### src/rtl/tcm_port_arbiter.sv
// -----------------------------------------------------------------------------
// tcm_port_arbiter
//
// Shares TCM port 1 (the read/write data port) between two masters:
//   m0 = core load/store unit (fixed priority)
//   m1 = debug/DMA master (may lock the port across a multi-beat transfer)
// Grants are combinational and single-cycle.  The single outstanding read is
// tracked so that the TCM's registered read data (valid the cycle after the
// read strobe) is steered back to the master that issued it.
//
// Build option:
//   TCM_ARB_STARVE_EN  when defined, an 8-bit wait counter lets m1 win one
//                      grant over m0 after STARVE_LIMIT consecutive lost
//                      cycles.  When undefined, m0 has strict priority.
//
// Parameters:
//   ADDR_W        address width of masters and TCM port
//   DATA_W        data width of masters and TCM port
//   STARVE_LIMIT  m1 wait cycles before a forced grant (1..255)
//
// Ports:
//   clk_i, rst_n_i                 clock, synchronous active-low reset
//   mX_req_i/we_i/addr_i/size_i/wdata_i   master X request and payload
//   mX_gnt_o                       master X access accepted this cycle
//   mX_rvalid_o/rdata_o            master X read return (rdata zero if !rvalid)
//   m1_lock_i                      keep port for m1's next beat
//   tcm_addr_o/rd_o/we_o/size_o/wdata_o   to TCM port 1
//   tcm_rdata_i                    registered read data from TCM port 1
// -----------------------------------------------------------------------------
module tcm_port_arbiter #(
  parameter int ADDR_W       = 32,
  parameter int DATA_W       = 32,
  parameter int STARVE_LIMIT = 8
) (
  input  logic              clk_i,
  input  logic              rst_n_i,
  input  logic              m0_req_i,
  input  logic              m0_we_i,
  input  logic [ADDR_W-1:0] m0_addr_i,
  input  logic [2:0]        m0_size_i,
  input  logic [DATA_W-1:0] m0_wdata_i,
  output logic              m0_gnt_o,
  output logic              m0_rvalid_o,
  output logic [DATA_W-1:0] m0_rdata_o,
  input  logic              m1_req_i,
  input  logic              m1_we_i,
  input  logic [ADDR_W-1:0] m1_addr_i,
  input  logic [2:0]        m1_size_i,
  input  logic [DATA_W-1:0] m1_wdata_i,
  input  logic              m1_lock_i,
  output logic              m1_gnt_o,
  output logic              m1_rvalid_o,
  output logic [DATA_W-1:0] m1_rdata_o,
  output logic [ADDR_W-1:0] tcm_addr_o,
  output logic              tcm_rd_o,
  output logic              tcm_we_o,
  output logic [2:0]        tcm_size_o,
  output logic [DATA_W-1:0] tcm_wdata_o,
  input  logic [DATA_W-1:0] tcm_rdata_i
);

  localparam logic [0:0] ST_ARB   = 1'b0;
  localparam logic [0:0] ST_LOCK1 = 1'b1;

  logic [0:0] state_q, state_d;
  logic       rd_pend_q, rd_pend_d;
  logic       rd_own_q, rd_own_d;
  logic       starve_win;

`ifdef TCM_ARB_STARVE_EN
  localparam logic [7:0] STARVE_MAX = 8'(STARVE_LIMIT);

  logic [7:0] starve_cnt_q, starve_cnt_d;

  // m1 has waited long enough: it takes the next grant even if m0 requests.
  assign starve_win = m1_req_i && (starve_cnt_q == STARVE_MAX);

  // Count cycles m1 is left waiting, saturating at the limit; any m1 grant
  // or a dropped m1 request restarts the count.
  always_comb begin
    starve_cnt_d = 8'd0;
    if (m1_req_i && !m1_gnt_o) begin
      starve_cnt_d = (starve_cnt_q == STARVE_MAX) ? starve_cnt_q
                                                  : starve_cnt_q + 8'd1;
    end
  end

  always_ff @(posedge clk_i) begin
    if (!rst_n_i) begin
      starve_cnt_q <= 8'd0;
    end else begin
      starve_cnt_q <= starve_cnt_d;
    end
  end
`else
  // Strict m0 priority; the limit parameter has no effect in this build.
  assign starve_win = 1'b0 & (STARVE_LIMIT == 0);
`endif

  // Grant selection.  Everything is gated by reset so no access is accepted
  // (and hence no read is ever tracked) while the block is held in reset.
  always_comb begin
    m0_gnt_o = 1'b0;
    m1_gnt_o = 1'b0;
    if (rst_n_i) begin
      if (state_q == ST_LOCK1) begin
        m1_gnt_o = m1_req_i;
      end else if (starve_win) begin
        m1_gnt_o = 1'b1;
      end else if (m0_req_i) begin
        m0_gnt_o = 1'b1;
      end else begin
        m1_gnt_o = m1_req_i;
      end
    end
  end

  // Drive the TCM with the winner's payload; idle port is all zero.
  always_comb begin
    tcm_addr_o  = '0;
    tcm_rd_o    = 1'b0;
    tcm_we_o    = 1'b0;
    tcm_size_o  = 3'b000;
    tcm_wdata_o = '0;
    if (m0_gnt_o) begin
      tcm_addr_o  = m0_addr_i;
      tcm_rd_o    = !m0_we_i;
      tcm_we_o    = m0_we_i;
      tcm_size_o  = m0_size_i;
      tcm_wdata_o = m0_wdata_i;
    end else if (m1_gnt_o) begin
      tcm_addr_o  = m1_addr_i;
      tcm_rd_o    = !m1_we_i;
      tcm_we_o    = m1_we_i;
      tcm_size_o  = m1_size_i;
      tcm_wdata_o = m1_wdata_i;
    end
  end

  // Lock tracking: a locked m1 beat holds the port; the lock ends either on
  // an unlocked m1 beat or as soon as m1 stops requesting.
  always_comb begin
    state_d = state_q;
    if (state_q == ST_LOCK1) begin
      if (!m1_req_i || !m1_lock_i) begin
        state_d = ST_ARB;
      end
    end else begin
      if (m1_gnt_o && m1_lock_i) begin
        state_d = ST_LOCK1;
      end
    end
  end

  // A read strobe this cycle means TCM data arrives next cycle; remember
  // which master it belongs to.
  always_comb begin
    rd_pend_d = tcm_rd_o;
    rd_own_d  = m1_gnt_o;
  end

  always_ff @(posedge clk_i) begin
    if (!rst_n_i) begin
      state_q   <= ST_ARB;
      rd_pend_q <= 1'b0;
      rd_own_q  <= 1'b0;
    end else begin
      state_q   <= state_d;
      rd_pend_q <= rd_pend_d;
      rd_own_q  <= rd_own_d;
    end
  end

  // Read return is also masked during reset so a read accepted just before
  // reset asserts never reports valid data.
  assign m0_rvalid_o = rst_n_i && rd_pend_q && !rd_own_q;
  assign m1_rvalid_o = rst_n_i && rd_pend_q && rd_own_q;
  assign m0_rdata_o  = m0_rvalid_o ? tcm_rdata_i : '0;
  assign m1_rdata_o  = m1_rvalid_o ? tcm_rdata_i : '0;

endmodule
### config.mk
export PLATFORM = sky130hd
export DESIGN_NAME = tcm_port_arbiter
export DESIGN_NICKNAME = d
export VERILOG_FILES = /design/src/rtl/tcm_port_arbiter.sv
export SDC_FILE = /design/constraint.sdc
export NUM_CORES = 1
export LEC_CHECK = 0
export CAP_MARGIN = 0
export CELL_PAD_IN_SITES_DETAIL_PLACEMENT = 1
export CELL_PAD_IN_SITES_GLOBAL_PLACEMENT = 1
export CORE_MARGIN = 3
export CORE_UTILIZATION = 14
export DETAILED_ROUTE_END_ITERATION = 16
export PLACE_DENSITY = 0.86
export SLEW_MARGIN = 20
export SYNTH_ARGS = -nofsm -noshare
export SYNTH_HDL_FRONTEND = slang
export SYNTH_SLANG_ARGS = --single-unit
### constraint.sdc
create_clock -name clk_i -period 3 [get_ports clk_i]
set_input_delay 0.75 -clock clk_i [delete_from_list [all_inputs] [get_ports clk_i]]
set_output_delay 0.75 -clock clk_i [all_outputs]
set_load 0.02 [all_outputs]
-- Yosys cells after proc, flatten, opt, wreduce, memory -nomap -nowiden
Index checks and enable logic that the tools add are counted.
- bits in registers: 3
- input port bits: 173
- output and inout port bits: 137
- logic and storage cells: 34
- muxes and demuxes: 21
- reductions and logical operators: 10
- operators by type and width (operator ; count):
    two-way mux 32 bit ; 6
    two-way mux 1 bit ; 13
    two-way mux 3 bit ; 2
    zero test 1 bit ; 5
    logical AND 1 bit ; 4
    logical OR 1 bit ; 1

-- Depth between registers and ports, before layout
- depth after elaboration: 6
- gate-level depth with buffers: 5
- depth with buffers taken out: 3

-- Least setup slack after synthesis
No wires, ideal clock.
- kind: input to output
- start: input port m1_req_i
- end: output port tcm_addr_o[0]
- data arrival time: 1.524 ns
- required time: 2.250 ns
- path slack: 0.726 ns
- stages on the path: 4
- path buffers: 2
- cell sequence: buf_2 -> buf_2 -> nand3_1 -> a21boi_1
- longest elaborated chain between the ends: 5
- ends and longest elaborated chain (item ; line ; text):
    start, declared ; 45 ; input logic m1_req_i,
    two-way mux 1 bit ; 110 ; end else if (m0_req_i) begin
    two-way mux 1 bit (*) ; 106 ; if (state_q == ST_LOCK1) begin
    two-way mux 1 bit (*) ; 105 ; if (rst_n_i) begin
    two-way mux 32 bit (*) ; 131 ; end else if (m1_gnt_o) begin
    two-way mux 32 bit (*) ; 125 ; if (m0_gnt_o) begin
    end, declared ; 54 ; output logic [ADDR_W-1:0] tcm_addr_o,
Mark *: on every way between the ends. The rest lies on a longest branch, timed or not.

-- Final worst setup path
- start: input port m0_req_i
- end: output port tcm_wdata_o[8]
- longest elaborated chain between the ends: 5
- ends and longest elaborated chain (item ; line ; text):
    start, declared ; 37 ; input logic m0_req_i,
    two-way mux 1 bit ; 110 ;
    two-way mux 1 bit ; 106 ;
    two-way mux 1 bit ; 105 ;
    two-way mux 32 bit ; 131 ;
    two-way mux 32 bit (*) ; 125 ;
    end, declared ; 58 ; output logic [DATA_W-1:0] tcm_wdata_o,
Marked as above.

==> results.md <==
- Post-synthesis sequential area ratio: 2.94%
- Final Max Slew Viols: 0
- Clk_skew: 0.00442 ns
- CTS tree: built
- Final worst path period share: between 90% and 100%
- Sink Count: 3
- PD cells: 174 nW/µm²
- Setup Crit Path Kind: input port to output port
- Synthesized area per cell: approximately 6.3 µm²
- Final setup vio count: 0
- Dpl hpwl: 11.0 mm
- Detailed-route DRC error count: 0
- Switch share: 35.8%
- Final wirelength: 13.4 mm
- Largest net degree at the start of global routing: 41
- Final Net Count: 791
- Max Clk Rate: between 300 and 400 MHz
- All-Layer GR Usage: about 15%
- Cells after DPL: 789
- Leak: 2.19 nW
- Die Ht: 127 µm
- Main combinational cell family by area after synthesis: simple AND/OR/NAND/NOR gates
- Worst IR Drop VDD: 0.000107 V
- CTS H-Tree Depth: 1
- Area grow syn2layout: 159%
- Adder-Cell Fraction of Synth Area: 0%
- Xor/xnor share of the synthesized area: 0%
- CP max stage delay: 0.35 ns
- Initial Utilization: 14.5%
- CP Buf/Inv Count: 4
- RSZ-0062 raised after global routing: no
- Most frequent CP cell: dlygate4sd2_1
- Die area: 16100 µm²
- Ys Warns: 0
- Reg clk slew, reported paths: about 0.040 ns
- Combinational Power Share: between 70% and 80%
- Share of layout cells above drive strength 1: 13.8%
- Crit path DAT: 2.16 ns
- Die X: 127 µm
- Int Power: between 0.5 and 0.6 mW
- Syn Nets: 495
- Total CTS buffers: 3
- Core box area: 14100 µm²
- Std cell rows: 43
- Netlist cell types: 20
- CP endpoint kind: output port
- Cells along the critical path: dlygate4sd2_1 -> nor2b_4 -> buf_4 -> bufbuf_16 -> nand2_1 -> a21boi_1 -> dlygate4sd2_1
- Post-route minimum period: roughly 3 ns
- Pre-antenna DRT Iters: 4
- Register bit total from synthesis: 3
- Grt total ovfl: 0
- Max stage delay cell, worst path: dlygate4sd2_1
- CP max FO: 20
- Hold Fails Final Rpt: 0
- Initial antenna violation count: 0
- CTS hold repair buffers: 0
- Clock network power share: 23.9%
- Initial DRC Count: 85
- Clk Latency, worst-skew pair: 0.23 ns
- Max Root-Sink Buffers: 2
- CP Launch Type: input port
- Final core utilization: approximately 38%
- Synth Cell Area: 2040 µm²
- Worst hold path type: flop to flop
- Vias: about 3500
- WP data required: approximately 2.3 ns
- Sequential fraction of design power: 4.7%
- Finished Layout Cells: 797
- Multiplexer share of the synthesized area: 0%
- Slew HR: 76.0%
- Vias in the first global route: 3747
- Worst Tran Pin Value: approximately 0.36 ns
- Ports: 310
- Synth Area in Simple Gates: 55.8%
- Root Buffer: clkbuf_16
- MaxCap Viol Count: 0
- GP Congestion: 0.877
- Status: complete, no violations
- First-pass GRT wire length: 20.0 mm
- CP top delay family: buffers and inverters
- Drt wl/cell: ~17 µm
- Post-synthesis compound-gate area fraction: 25.9%
- Post-route ant nets: 0
- Sw Pwr: around 0.33 mW
- DR vias/cell: about 4.4
- Ant diodes: 0
- Port buffer count: 309
- Synth Instances: 322
## registers in the layout, summed over array words and instances, names as in the netlist
register and count:
rd_pend_q 1, rd_own_q 1, state_q 1
## repair_timing
action / CTS / global route
pin swaps: 0 / 0
setup buffers: 2 / 0
gates resized for setup: 157 / 9
endpoints found under the setup margin: 65 / 8
cloned: 2 / 0
## tightest hold or removal path, stage by stage (launching register included)
cell and delay, ns:
dfxtp_1 0.33, nor2b_4 0.14, buf_4 0.13, buf_4 0.14, nor3b_2 0.05, o21a_1 0.16
## path summary, 6_finish.rpt
kind | from | endpoint | slack, ns | cells past startpoint
setup / recovery | m0_req_i | tcm_wdata_o[8] | 0.09 | 7
hold / removal | state_q | rd_pend_q | 1.01 | 5
setup reg to reg | state_q | rd_pend_q | 1.69 | 4
hold reg to reg | state_q | rd_pend_q | 1.01 | 5
## routing by layer
| metal | global-route usage, % | vias to the layer above | routed length, µm |
|---|---|---|---|
| met3 | 3.71 | 10 | 1160 |
| met5 | 0 | - | 0 |
| met2 | 29.3 | 189 | 6970 |
| li1 | - | 1668 | - |
| met4 | 2.46 | 0 | 151 |
| met1 | 17.2 | 1639 | 5110 |
## synth_stat cells
master,count,area [µm²]
nor3b_2,1,12.5
o21a_1,2,15.0
and3_1,2,12.5
buf_6,4,45.0
nor2_2,2,12.5
a21boi_2,1,11.3
and3_2,1,7.51
nand2b_4,1,13.8
buf_2,9,45.0
a21boi_1,67,503
buf_4,8,60.1
nand2_1,69,259
nand3_1,57,285
clkbuf_1,9,33.8
and2_1,66,413
buf_12,2,40.0
dfxtp_1,3,60.1
nand3_2,11,110
nor2b_4,1,13.8
buf_8,6,90.1
## layout make-up
type,count,area [µm²]
multi-input combinational,281,1670
fill,1717,8800
sequential,3,60.1
timing repair buffer,329,3260
clock buffer,4,78.8
tap,180,225
## cells in the final DEF (no fill, tap or decap)
cell type / n
a21boi_1: 67
a21boi_2: 1
and2_1: 66
and3_1: 2
and3_2: 1
buf_12: 8
buf_2: 20
buf_4: 18
buf_6: 1
bufbuf_16: 2
clkbuf_1: 1
clkbuf_16: 3
clkbuf_2: 1
clkdlybuf4s15_1: 7
clkdlybuf4s15_2: 14
clkdlybuf4s50_1: 234
dfxtp_1: 3
dlygate4sd2_1: 23
dlymetal6s2s_1: 1
nand2_1: 69
nand2b_4: 1
nand3_1: 57
nand3_2: 11
nor2_2: 2
nor2b_4: 1
nor3b_2: 1
o21a_1: 2
## through the flow
stage | worst slack (ns) | total power [mW] | hold WS, ns | cell area (µm²) | TNS, ns
6_report | 0.0854 | 0.923 | 1.01 | 5290 | 0
5_1_grt | 0.00280 | 0.981 | 1.09 | 5290 | 0
4_1_cts | 0.0628 | 0.943 | 1.04 | 5290 | 0
3_5_place_dp | -0.485 | 0.726 | 0.937 | 5240 | -22.58
3_3_place_gp | -0.446 | 0.711 | 0.934 | 5240 | -20.74
2_1_floorplan | 0.726 | 0.321 | 0.872 | 2040 | 0
## logic make-up after synthesis
family | Yosys count
buffers and inverters | 38
and+or+nand+nor | 211
AOI/OAI and AO/OA | 70
DFF | 3
## power by group through the flow
| stage | Sequential [mW] | Clock (mW) | Combinational (mW) |
|---|---|---|---|
| 6_report | 0.0430 | 0.220 | 0.659 |
| 5_1_grt | 0.0433 | 0.232 | 0.706 |
| 4_1_cts | 0.0430 | 0.230 | 0.669 |
| 2_1_floorplan | 0.0434 | 0 | 0.278 |
| 3_5_place_dp | 0.0437 | 0 | 0.682 |
| 3_3_place_gp | 0.0436 | 0 | 0.668 |
Note: power is estimated with default switching activity, not from simulation.
